--- config.mk ---
export PLATFORM = sky130hd
export DESIGN_NAME = debug_trace_buffer
export DESIGN_NICKNAME = d
export VERILOG_FILES = /design/src/rtl/debug_trace_pkg.sv /design/src/rtl/trace_mem.sv /design/src/rtl/debug_trace_buffer.sv
export SDC_FILE = /design/constraint.sdc
export NUM_CORES = 1
export LEC_CHECK = 0
export CAP_MARGIN = 15
export CORE_ASPECT_RATIO = 0.5
export CORE_MARGIN = 10
export CORE_UTILIZATION = 25
export CTS_CLUSTER_DIAMETER = 150
export DETAILED_ROUTE_END_ITERATION = 8
export PLACE_DENSITY = 0.49
export SLEW_MARGIN = 10
export SYNTH_ARGS = -nofsm -noshare
export SYNTH_HDL_FRONTEND = slang
export SYNTH_SLANG_ARGS = --single-unit
--- constraint.sdc ---
create_clock -name clk -period 3.3 [get_ports clk]
set_input_delay 0.66 -clock clk [delete_from_list [all_inputs] [get_ports clk]]
set_output_delay 0.66 -clock clk [all_outputs]
set_load 0.005 [all_outputs]
--- src/rtl/debug_trace_pkg.sv ---
// Shared definitions for the debug trace buffer: capture states, mode
// encodings and the width of one stored trace entry.
package debug_trace_pkg;

    typedef enum logic [1:0] {
        ST_IDLE  = 2'd0,
        ST_ARMED = 2'd1,
        ST_POST  = 2'd2,
        ST_DONE  = 2'd3
    } trace_state_t;

    localparam logic MODE_FILL = 1'b0;
    localparam logic MODE_CIRC = 1'b1;

    function automatic int entry_width(input int ch_w, input int tag_w, input int data_w);
        return ch_w + tag_w + data_w;
    endfunction

endpackage

--- src/rtl/trace_mem.sv ---
// Simple dual-port trace RAM: one write port and one registered read port.
// There is no reset, so the array maps onto block RAM.
module trace_mem #(
    parameter int ADDR_W = 4,
    parameter int WIDTH  = 8
) (
    input  logic              clk,
    input  logic              we,
    input  logic [ADDR_W-1:0] waddr,
    input  logic [WIDTH-1:0]  wdata,
    input  logic              re,
    input  logic [ADDR_W-1:0] raddr,
    output logic [WIDTH-1:0]  rdata
);

    logic [WIDTH-1:0] mem [2**ADDR_W];

    // Read-before-write: a read of the address being written returns old data.
    always_ff @(posedge clk) begin
        if (we) begin
            mem[waddr] <= wdata;
        end
        if (re) begin
            rdata <= mem[raddr];
        end
    end

endmodule

--- src/rtl/debug_trace_buffer.sv ---
// Multi-channel trace capture: arbitrates event channels into a circular
// buffer with fill-and-stop or trigger-plus-post-count capture.
module debug_trace_buffer #(
    parameter int CH     = 2,
    parameter int TAG_W  = 5,
    parameter int DATA_W = 32,
    parameter int DEPTH  = 16,
    localparam int PTR_W = $clog2(DEPTH),
    localparam int CH_W  = (CH > 1) ? $clog2(CH) : 1
) (
    input  logic                 clk,
    input  logic                 reset,
    input  logic                 arm,
    input  logic                 mode,
    input  logic [CH_W-1:0]      trig_ch,
    input  logic [TAG_W-1:0]     trig_tag,
    input  logic [PTR_W-1:0]     post_count,
    input  logic [CH-1:0]        ch_valid,
    input  logic [CH*TAG_W-1:0]  ch_tag,
    input  logic [CH*DATA_W-1:0] ch_data,
    input  logic                 rd_en,
    input  logic [PTR_W-1:0]     rd_idx,
    output logic                 rd_valid,
    output logic [CH_W-1:0]      rd_ch,
    output logic [TAG_W-1:0]     rd_tag,
    output logic [DATA_W-1:0]    rd_data,
    output logic                 busy,
    output logic                 done,
    output logic [PTR_W:0]       count,
    output logic [15:0]          dropped
);

    import debug_trace_pkg::*;

    localparam int             ENTRY_W = entry_width(CH_W, TAG_W, DATA_W);
    localparam logic [PTR_W:0] FULL    = (PTR_W+1)'(DEPTH);
    localparam logic [PTR_W:0] LAST    = (PTR_W+1)'(DEPTH - 1);

    trace_state_t       state_q, state_d;
    logic               mode_q;
    logic [CH_W-1:0]    trig_ch_q;
    logic [TAG_W-1:0]   trig_tag_q;
    logic [PTR_W-1:0]   post_q, remaining_q;
    logic [PTR_W-1:0]   wr_ptr_q;
    logic [PTR_W:0]     count_q;
    logic [15:0]        dropped_q;
    logic               rd_valid_q;

    logic [CH_W-1:0]    win_ch;
    logic [TAG_W-1:0]   win_tag;
    logic [DATA_W-1:0]  win_data;
    logic               any_valid;
    logic [3:0]         n_valid;
    logic               capture, trig_hit;
    logic [16:0]        drop_sum;

    logic [PTR_W-1:0]   oldest, rd_addr;
    logic               rd_hit;
    logic [ENTRY_W-1:0] mem_rdata;
    logic [CH_W-1:0]    mem_ch;
    logic [TAG_W-1:0]   mem_tag;
    logic [DATA_W-1:0]  mem_data;

    // Fixed-priority arbiter: scanning downward leaves the lowest valid channel as winner.
    always_comb begin
        win_ch    = '0;
        win_tag   = '0;
        win_data  = '0;
        any_valid = 1'b0;
        n_valid   = '0;
        for (int i = CH - 1; i >= 0; i--) begin
            if (ch_valid[i]) begin
                win_ch    = CH_W'(i);
                win_tag   = ch_tag[i*TAG_W +: TAG_W];
                win_data  = ch_data[i*DATA_W +: DATA_W];
                any_valid = 1'b1;
                n_valid   = n_valid + 4'd1;
            end
        end
    end

    assign busy     = (state_q == ST_ARMED) || (state_q == ST_POST);
    assign done     = (state_q == ST_DONE);
    assign capture  = busy && any_valid && !arm;
    assign trig_hit = (win_ch == trig_ch_q) && (win_tag == trig_tag_q);
    assign drop_sum = {1'b0, dropped_q} + 17'(n_valid - 4'd1);

    always_ff @(posedge clk or posedge reset) begin
        if (reset) begin
            state_q <= ST_IDLE;
        end else begin
            state_q <= state_d;
        end
    end

    always_comb begin
        state_d = state_q;
        if (arm) begin
            state_d = ST_ARMED;
        end else begin
            case (state_q)
                ST_ARMED: begin
                    if (capture) begin
                        if (mode_q == MODE_FILL) begin
                            if (count_q == LAST) begin
                                state_d = ST_DONE;
                            end
                        end else if (trig_hit) begin
                            state_d = (post_q == '0) ? ST_DONE : ST_POST;
                        end
                    end
                end
                ST_POST: begin
                    if (capture && (remaining_q == PTR_W'(1))) begin
                        state_d = ST_DONE;
                    end
                end
                default: ;
            endcase
        end
    end

    // Pointers, counters and the configuration latched on arm.
    always_ff @(posedge clk or posedge reset) begin
        if (reset) begin
            mode_q      <= MODE_FILL;
            trig_ch_q   <= '0;
            trig_tag_q  <= '0;
            post_q      <= '0;
            remaining_q <= '0;
            wr_ptr_q    <= '0;
            count_q     <= '0;
            dropped_q   <= '0;
        end else if (arm) begin
            mode_q      <= mode;
            trig_ch_q   <= trig_ch;
            trig_tag_q  <= trig_tag;
            post_q      <= post_count;
            remaining_q <= '0;
            wr_ptr_q    <= '0;
            count_q     <= '0;
            dropped_q   <= '0;
        end else if (capture) begin
            wr_ptr_q  <= wr_ptr_q + PTR_W'(1);
            dropped_q <= drop_sum[16] ? 16'hFFFF : drop_sum[15:0];
            if (count_q != FULL) begin
                count_q <= count_q + (PTR_W+1)'(1);
            end
            if (state_q == ST_ARMED) begin
                remaining_q <= post_q;
            end else begin
                remaining_q <= remaining_q - PTR_W'(1);
            end
        end
    end

    // Once the buffer has wrapped, the oldest entry sits at the write pointer.
    assign oldest  = (count_q == FULL) ? wr_ptr_q : '0;
    assign rd_addr = oldest + rd_idx;
    assign rd_hit  = rd_en && ({1'b0, rd_idx} < count_q);

    always_ff @(posedge clk or posedge reset) begin
        if (reset) begin
            rd_valid_q <= 1'b0;
        end else begin
            rd_valid_q <= rd_hit;
        end
    end

    trace_mem #(
        .ADDR_W (PTR_W),
        .WIDTH  (ENTRY_W)
    ) u_mem (
        .clk   (clk),
        .we    (capture),
        .waddr (wr_ptr_q),
        .wdata ({win_ch, win_tag, win_data}),
        .re    (rd_hit),
        .raddr (rd_addr),
        .rdata (mem_rdata)
    );

    assign {mem_ch, mem_tag, mem_data} = mem_rdata;

    // The RAM has no reset, so read data is masked until a valid read returns.
    assign rd_valid = rd_valid_q;
    assign rd_ch    = rd_valid_q ? mem_ch   : '0;
    assign rd_tag   = rd_valid_q ? mem_tag  : '0;
    assign rd_data  = rd_valid_q ? mem_data : '0;
    assign count    = count_q;
    assign dropped  = dropped_q;

endmodule

==> out/qor.yml, run 1 <==
cp.arrival_ns: 3.58
area_growth_pct: 30.08
die-area_um2: 127600
syn_inst: 1539
grt_start_max_net_pins: 44
htreeDepth: 3
period_minus_slack_ns: 3.216
ys.flop_type: "edfxtp_1"
syn-cell-area_um2: 28240
cts_inserted_buffers: 71
syn_nets: 1661
maxSlewViolCount: 0
ant_nets: 0
clockRootBuffer: "clkbuf_16"
port-buffer-count: 156
cts_num_sinks: 689
rows: 87
place_ws_ns: -0.5590
worst-setup-path-type: "register to register"
period_share_pct: 97.46
track_usage_pct: 11.70
end_kind: "register"
finClkSkew_ns: 0.02706
final_nets: 2044
die_w_um: 495.3
layout-drive-gt1-share_pct: 29.71
cap_violations: 0
fmax_mhz: 310.9
cp.required_ns: 3.67
status: "complete, no violations"
hpwlAfterDp_um: 48720
post-route-util_pct: 32.67
grt_pass1_wl_um: 113000
synthArstFlopShare_pct: 6.241
drc: 0
cts_tree: "built"
drt-initial-drc-count: 1146
clk_pin_slew_ns: 0.06
worstPathMaxFanout: 8
synth-seq-cells: 689
holdWs_ns: 0.5185
fill_cells: 10830
syn_area_per_cell_um2: 18.35
grt_overflow_total: 0
first_pass_iters: 5
synth_edf_count: 646
power_leakage_nw: 12.26
startpoint_type: "register"
antenna_found_initial: 1
hold_violations: 0
setup_slack_ns: 0.08385
peakVddDrop_v: 0.0004252
initial_core_util_pct: 25.12
worst-slew-pin-transition_ns: 0.6318
routabilityCongestion: 0.7492
grt_pass1_vias: 16750
drt-vias-per-instance: 4.457
fp.dieH_um: 257.7
io_pins: 157
seq_area_frac_synth_pct: 72.49
hold_buffers: 0
clkLatencyLatePin_ns: 0.64
p_per_area_nw_per_um2: 568.2
finalWirelength_um: 76850
yosysWarnings: 0
hold_class: "primary input to asynchronous set/reset pin"
synth_cell_types: 66
placeableCoreArea_um2: 112400
ctsLongestPathBuffers: 3
diodes: 0
wire_per_inst_um: 22.03
maxSlewHeadroom_pct: 57.88
final-setup-viol-count: 0
vias: 15550
==> state kept, by name (all words and copies together) (netlist names) <==
name	cells
u_mem.mem	608
u_mem.rdata	38
dropped	16
count	5
trig_tag_q	5
post_q	4
remaining_q	4
wr_ptr_q	4
state_q	2
mode_q	1
rd_valid	1
trig_ch_q	1
==> cell usage after synthesis (all sizes together) (5+ instances only) <==
master | count | area [um^2]
a211oi | 51 | 382.9
a21oi | 23 | 115.1
a22o | 37 | 324.1
a311oi | 7 | 61.31
a31oi | 44 | 281.5
and2 | 96 | 600.6
buf | 30 | 168.9
clkbuf | 69 | 259.0
dfrtp | 43 | 1076
edfxtp | 646 | 19400
ha | 25 | 312.8
inv | 25 | 93.84
mux2 | 11 | 123.9
mux2i | 5 | 50.05
mux4 | 152 | 3423
nand2 | 101 | 379.1
nand2b | 6 | 37.54
nand3 | 7 | 35.03
nor2 | 37 | 138.9
nor2b | 5 | 31.28
nor3 | 10 | 50.05
nor4 | 9 | 56.30
o211ai | 5 | 37.54
o21ai | 17 | 88.84
xnor2 | 12 | 105.1
xor2 | 8 | 70.07
==> path summary, 6_finish.rpt <==
path	end	depth (start not counted)	start	slack, ns
max	u_mem.rdata[6]	14	count[0]	0.08
min	count[0]	3	reset	0.52
max reg2reg	u_mem.rdata[6]	14	count[0]	0.08
min reg2reg	trig_tag_q[0]	1	trig_tag_q[0]	0.54
max in group asynchronous	rd_valid	3	reset	2.31
min in group clk	trig_tag_q[0]	1	trig_tag_q[0]	0.54
==> metrics by stage <==
| stage | area (um^2) | setup TNS [ns] | instances | power [mW] |
|---|---|---|---|---|
| 4_1_cts | 36290 | 0 | 3466 | 20.99 |
| 3_5_place_dp | 33910 | -89.10 | 3337 | 12.82 |
| 5_1_grt | 36740 | -0.06638 | 3489 | 21.69 |
| 6_report | 36740 | 0 | 3489 | 20.87 |
| 2_1_floorplan | 28340 | 0 | 1539 | 11.53 |
| 3_3_place_gp | 33910 | -82.54 | 3337 | 12.80 |
==> report_power, final <==
group	total (mW)	switching, mW	internal, mW
combinational	2.77	1.34	1.42
clock	8.13	3.48	4.65
sequential	9.98	0.134	9.85
total	20.9	4.96	15.9
==> final cells by class <==
cell class	count	area, um^2	area share, %
repair buffers	409	4408	12.00
inverters	25	98.84	0.2690
multi-input cells	726	7518	20.46
well taps	1513	1893	5.153
clock inverters	39	501.7	1.366
clock buffers	88	1841	5.010
flip-flops and latches	689	20480	55.74
==> per-layer routing <==
layer | track usage (%) | part of all wire (%)
met2 | 20.78 | 51
met4 | 3.181 | 2.4
met3 | 1.693 | 3.1
met1 | 14.85 | 43
met5 | 0 | 0.0091
==> kinds of logic after synthesis <==
family	count (synthesis)	share of synthesized area, %
compound gates	217	5.675
xor+xnor	20	0.6202
fa+ha+maj	27	1.249
buf+inv	124	1.847
flops	689	72.49
mux	168	12.74
simple gates	294	5.378
==> placed cells by master (no fill, tap or decap), types with 5 or more instances in the layout <==
| master | count |
|---|---|
| nor4_1 | 7 |
| a211oi_2 | 17 |
| mux4_2 | 152 |
| mux2_2 | 11 |
| a22o_1 | 37 |
| ha_1 | 21 |
| nor3_1 | 10 |
| mux2i_1 | 5 |
| buf_12 | 66 |
| buf_4 | 173 |
| a31oi_1 | 43 |
| xnor2_1 | 10 |
| nand2b_1 | 6 |
| dfrtp_1 | 42 |
| inv_2 | 6 |
| clkbuf_16 | 75 |
| clkbuf_1 | 17 |
| o211ai_1 | 5 |
| nand2_1 | 100 |
| nand3_1 | 7 |
| xor2_1 | 7 |
| and2_1 | 79 |
| clkdlybuf4s50_1 | 154 |
| a211oi_1 | 34 |
| a21oi_1 | 23 |
| inv_1 | 18 |
| edfxtp_1 | 646 |
| bufinv_16 | 8 |
| and2_2 | 16 |
| o21ai_0 | 15 |
| buf_6 | 7 |
| clkinv_1 | 11 |
| nor2_1 | 36 |
| a311oi_1 | 7 |
| clkinv_2 | 10 |
==> worst max-delay path, stage by stage, from the launching register on <==
cell      delay (ns)
dfrtp_1         0.39
inv_2           0.09
ha_4            0.14
nand2_4         0.06
buf_6           0.12
nor4_4          0.11
buf_4           0.15
fa_4            0.67
buf_12          0.19
buf_8           0.15
buf_12          0.13
buf_4           0.14
mux4_2          0.30
a211oi_2        0.23
a31oi_1         0.06
==> repair_timing <==
item | CTS | global route
cloned | 0 | 4
endpoints found under the setup margin | 37 | 39
buffers inserted | 2 | 19
pin swaps | 0 | 5
gates resized for setup | 6 | 38
hold endpoints to repair | 0 | 0
No activity file was read; power rests on OpenSTA's default activity.
==> run 2: changes to the inputs <==
Settings changed: PLACE_DENSITY 0.49 to 0.48.
Clock period 3.3 ns to 3.8 ns, I/O delays scaled along.
==> run 2 against run 1 <==
  * Non-clock buffer count shrank 120
  * Sequential power shrank 13%
  * Clock power decreased by 18%
  * Design area down 4.3%
  * Register-to-register slack better by 0.16 ns
  * Clock skew is essentially flat
  * Utilization fell by 1.4 points
  * Sequential share of layout area increased by 2.5 points
  * Routed wire length is 1.0% lower
  * Worst hold slack better by 0.012 ns
  * Largest power group unchanged
  * Highest routed layer unchanged
==> out/qor.yml, run 2 (same netlist as run 1, synthesis figures left out) <==
port-buffer-count: 156
grt_pass1_vias: 16300
initial_core_util_pct: 25.12
cts_tree: "built"
cp.required_ns: 4.15
r2r_cells: 12
crit_family: "adder cells"
clk_pin_slew_ns: 0.06
ctsLongestPathBuffers: 3
top_register: "u_mem.mem"
final-setup-viol-count: 0
slowest_stage: "fa_4"
regToRegSetupSlack_ns: 0.25
slowest_delay_ns: 0.72
path_depth: 12
hold_depth: 1
grt_start_max_net_pins: 44
holdPathEnd: "trig_tag_q[0]"
fmax_mhz: 281.4
layout-drive-gt1-share_pct: 23.15
peakVddDrop_v: 0.0003290
routabilityCongestion: 0.7422
hold_class: "register to register"
io_pins: 157
wire_per_inst_um: 22.60
hpwlAfterDp_um: 46090
grt_overflow_total: 0
maxSlewHeadroom_pct: 32.03
placeableCoreArea_um2: 112400
rows: 87
reg2reg_from: "count[0]"
final_nets: 1923
die-area_um2: 127600
antenna_found_initial: 3
vias: 15390
htreeDepth: 3
final_cell_mix: "edfxtp_1, clkdlybuf4s50_1, mux4_2, nand2_1, buf_4"
layout_commonest_cell: "edfxtp_1"
end_kind: "register"
drt-initial-drc-count: 1396
worst-slew-pin-transition_ns: 1.018
rsz0062_at_grt: "no"
cts_setup_buffers: 0
clkLatencyLatePin_ns: 0.63
hold_buffers: 0
cap_violations: 0
first_pass_iters: 5
maxSlewViolCount: 0
clockRootBuffer: "clkbuf_16"
cts_inserted_buffers: 70
crit_top_cell: "buf_4"
ant_nets: 0
hold_violations: 0
worstPathCellList: "inv_1, ha_1, nand2_1, nor4_1, ha_4, fa_4, buf_12, buf_4, buf_4, mux4_2, a211oi_1, a31oi_1"
finClkSkew_ns: 0.02675
area_growth_pct: 24.44
drc: 0
die_w_um: 495.3
period_share_pct: 93.51
finalWirelength_um: 76080
cp.arrival_ns: 3.90
drt-vias-per-instance: 4.570
period_minus_slack_ns: 3.553
holdWs_ns: 0.5302
r2r_end: "u_mem.rdata[17]"
grt_pass1_wl_um: 111800
path_buf_inv: 4
largest_reg_flops: 608
startpoint_type: "register"
finalSetupTns_ns: 0
cts_num_sinks: 689
status: "complete, no violations"
worst-setup-path-type: "register to register"
track_usage_pct: 11.68
min_from: "trig_tag_q[0]"
fp.dieH_um: 257.7
p_per_area_nw_per_um2: 495.5
worstPathMaxFanout: 10
fill_cells: 10930
power_leakage_nw: 11.45
==> run 2: changes by cell type in the layout (fill, tap and decap cells not counted), moves of 4 or more <==
cell,previous run,this run
buf_12,66,50
a211oi_2,17,0
bufinv_16,8,4
inv_2,6,1
clkinv_1,11,18
buf_6,7,0
clkbuf_16,75,70
inv_1,18,24
buf_4,173,83
a211oi_1,34,51
==> run 2: report_power, final <==
group | internal (mW) | switching [mW] | total (mW)
clock | 3.70 | 2.96 | 6.67
sequential | 8.55 | 0.125 | 8.68
combinational | 0.997 | 1.07 | 2.07
==> run 2: through the flow <==
stage               cells  util, %  total power [mW]  area [um^2]  setup WS, ns
floorplan            1539        -             9.999        28270        0.1112
global placement     3242    29.33             10.95        32980       -0.1572
detailed placement   3242    29.33             10.96        32980       -0.1728
CTS                  3366    31.25             17.66        35140        0.2340
global route         3367    31.25             18.14        35150       0.09885
finish               3367    31.25             17.42        35150        0.2466
==> run 2: worst max-delay path by stage <==
stage	startpoint	slack, ns	endpoint
floorplan	ch_valid[0]	0.11	dropped[14]
global placement	ch_valid[1]	-0.16	dropped[8]
detailed placement	ch_valid[1]	-0.17	dropped[8]
CTS	count[0]	0.23	u_mem.rdata[36]
global route	count[1]	0.1	u_mem.rdata[36]
finish	count[0]	0.25	u_mem.rdata[17]
==> run 2: what timing repair did <==
item	CTS	global route
gates resized for setup	0	1
endpoints found under the setup margin	0	5
endpoints found under the hold margin	0	0
==> run 2: layer usage <==
layer / track usage [%] / share of wire, %
met2: 19.97 / 50
met1: 15.60 / 45
met4: 2.300 / 1.7
met3: 2.034 / 4.0
met5: 0 / 0.028
==> run 2: cell type report <==
cell class	instances	area, um^2	area share, %
antenna	1	2.502	0.007120
inverter	25	93.84	0.2670
tap	1513	1893	5.386
clock inverter	40	355.3	1.011
sequential	689	20480	58.26
multi-input combinational	726	7345	20.90
timing repair buffer	289	3176	9.036
clock buffer	84	1804	5.134
==> run 3: changes to the inputs <==
Settings changed: SYNTH_HIERARCHICAL from default to 1.
==> run 3 against run 2 <==
  * Register-to-register slack improved by 0.08 ns
  * Sequential share of layout area up 1.3 points
  * Fmax is 2.3% higher
  * Utilization decreased by 0.065 points
  * Critical path type unchanged
  * Cell count shrank 3.6%
  * Global-route usage shrank 0.55 points
  * Flip-flop and latch count is the same
  * Via count down 5.5%
  * Worst hold slack got worse by 0.097 ns
  * Setup slack improved by 0.081 ns
  * Critical path depth rose by 2
==> out/qor.yml, run 3 <==
status: "complete, no violations"
drt-vias-per-instance: 4.477
fmax_mhz: 288.0
slowest_delay_ns: 0.50
largest_reg_flops: 608
cts_resized: 0
htreeDepth: 3
cp.required_ns: 4.15
ant_nets: 0
worst-slew-pin-transition_ns: 0.6771
p_per_area_nw_per_um2: 569.8
period_share_pct: 91.37
drc: 0
period_minus_slack_ns: 3.472
cts_inserted_buffers: 71
place_area_um2: 32100
hold_violations: 0
clkLatencyLatePin_ns: 0.61
path_buf_inv: 5
synthAdderAreaFrac_pct: 1.132
grt_pass1_wl_um: 106200
top_register: "u_mem/mem"
synthXorXnorAreaFrac_pct: 0.3773
cts_num_sinks: 689
startpoint_type: "register"
antenna_found_initial: 0
routabilityCongestion: 0.7259
power_leakage_nw: 11.13
synth_top_area_share_pct: 69.64
track_usage_pct: 11.13
synth.most_common_cell: "edfxtp_1"
fill_cells: 10630
synthArstFlopShare_pct: 6.241
multi_input_area_um2: 7022
cp.arrival_ns: 3.82
clockRootBuffer: "clkbuf_16"
crit_family: "adder cells"
worstPathCellList: "inv_1, ha_1, nand2_1, nor3_1, and2_1, ha_4, inv_1, fa_1, inv_6, buf_12, buf_12, mux4_2, a22oi_1, nand2_1"
grt_start_max_net_pins: 44
ctsLongestPathBuffers: 3
yosysWarnings: 6
synth_edf_count: 646
wire_per_inst_um: 22.15
cts_tree: "built"
syn_inst: 1463
syn_nets: 1582
end_kind: "register"
cap_violations: 0
muxShareOfSynthArea_pct: 12.81
fp.dieH_um: 256.0
vias: 14540
drt-initial-drc-count: 1238
io_pins: 157
final_nets: 1813
initial_core_util_pct: 25.26
die_w_um: 492.1
ys.flop_type: "edfxtp_1"
seq_area_frac_synth_pct: 73.50
first_pass_iters: 5
rsz0062_at_grt: "no"
synth_top_family_by_area: "multiplexers"
hold_class: "primary input to asynchronous set/reset pin"
hpwlAfterDp_um: 41560
area_growth_pct: 23.49
finalSetupTns_ns: 0
synthSimpleGateAreaFrac_pct: 4.343
syn-cell-area_um2: 27860
maxSlewViolCount: 0
finClkSkew_ns: 0.01717
holdWs_ns: 0.4332
placeableCoreArea_um2: 110300
layout_commonest_cell: "edfxtp_1"
slowest_stage: "fa_1"
grt_overflow_total: 0
layout-drive-gt1-share_pct: 22.62
rows: 86
post-route-util_pct: 31.19
syn_area_per_cell_um2: 19.04
synthTopCellsByCount: "edfxtp_1, mux4_2, a22oi_1, nand2_1, nor2_1"
final-setup-viol-count: 0
die-area_um2: 126000
clk_pin_slew_ns: 0.06
stdcell_area_um2: 34400
synth-seq-cells: 689
finalWirelength_um: 71910
synth_compound_area_share_pct: 5.799
finalPower_mw: 19.60
synth_area_leaders: "edfxtp_1, mux4_2, dfrtp_1"
worst-setup-path-type: "register to register"
port-buffer-count: 156
diodes: 0
maxSlewHeadroom_pct: 54.75
synth_cell_types: 65
area.sequential_um2: 20480
post-synth-top-area-cell: "edfxtp_1"
grt_pass1_vias: 15670
final_cell_mix: "edfxtp_1, clkdlybuf4s50_1, mux4_2, a22oi_1, nand2_1"
worstPathMaxFanout: 15
peakVddDrop_v: 0.0002679
-- run 3: layout make-up --
cell class	instances	share of cell area (%)
sequential	689	59.52
inverter	28	0.3346
clock inverter	32	0.9784
timing repair buffer	243	7.791
multi-input combinational	661	20.41
tap	1496	5.441
clock buffer	98	5.521
-- run 3: cell families (layout without fill, tap and decap cells) --
logic type      count (synthesis)  in the layout
flops                         689            689
simple gates                  239            239
compound gates                221            221
mux                           165            165
buf+inv                       113            401
fa+ha+maj                      24             24
xor+xnor                       12             12
-- run 3: path summary, 6_finish.rpt --
kind	start	end	slack (ns)	cells after the start
min reg2reg	trig_tag_q[3]	trig_tag_q[3]	0.52	1
max in group asynchronous	reset	rd_valid	2.86	3
max reg2reg	count[0]	u_mem/rdata[27]	0.33	14
min	reset	dropped[0]	0.43	2
max	count[0]	u_mem/rdata[27]	0.33	14
min in group clk	trig_tag_q[3]	trig_tag_q[3]	0.52	1
-- run 3: metal layers --
layer | track usage, % | wire (um) | vias up
li1 | - | - | 6444
met1 | 14.50 | 31740 | 7746
met2 | 18.92 | 35710 | 253
met3 | 2.249 | 2966 | 94
met4 | 2.741 | 1484 | 0
met5 | 0 | 0 | -
-- run 3: metrics by stage --
| step | setup slack [ns] | std cells |
|---|---|---|
| after global placement | -0.1305 | 3113 |
| after floorplan | -0.1361 | 1463 |
| after CTS | 0.2187 | 3243 |
| after detailed placement | -0.1540 | 3113 |
| after global routing | 0.01706 | 3247 |
| final | 0.3279 | 3247 |
-- run 3: timing repair --
action,4_1_cts,5_1_grt
setup buffers,0,3
hold buffers,0,0
setup endpoints to repair,0,2
-- run 3: report_power, final --
part / total [mW] / switching, mW / internal, mW
Clock: 6.84 / 2.96 / 3.88
Sequential: 9.09 / 0.237 / 8.86
Combinational: 3.67 / 1.96 / 1.71
Total: 19.6 / 5.16 / 14.4
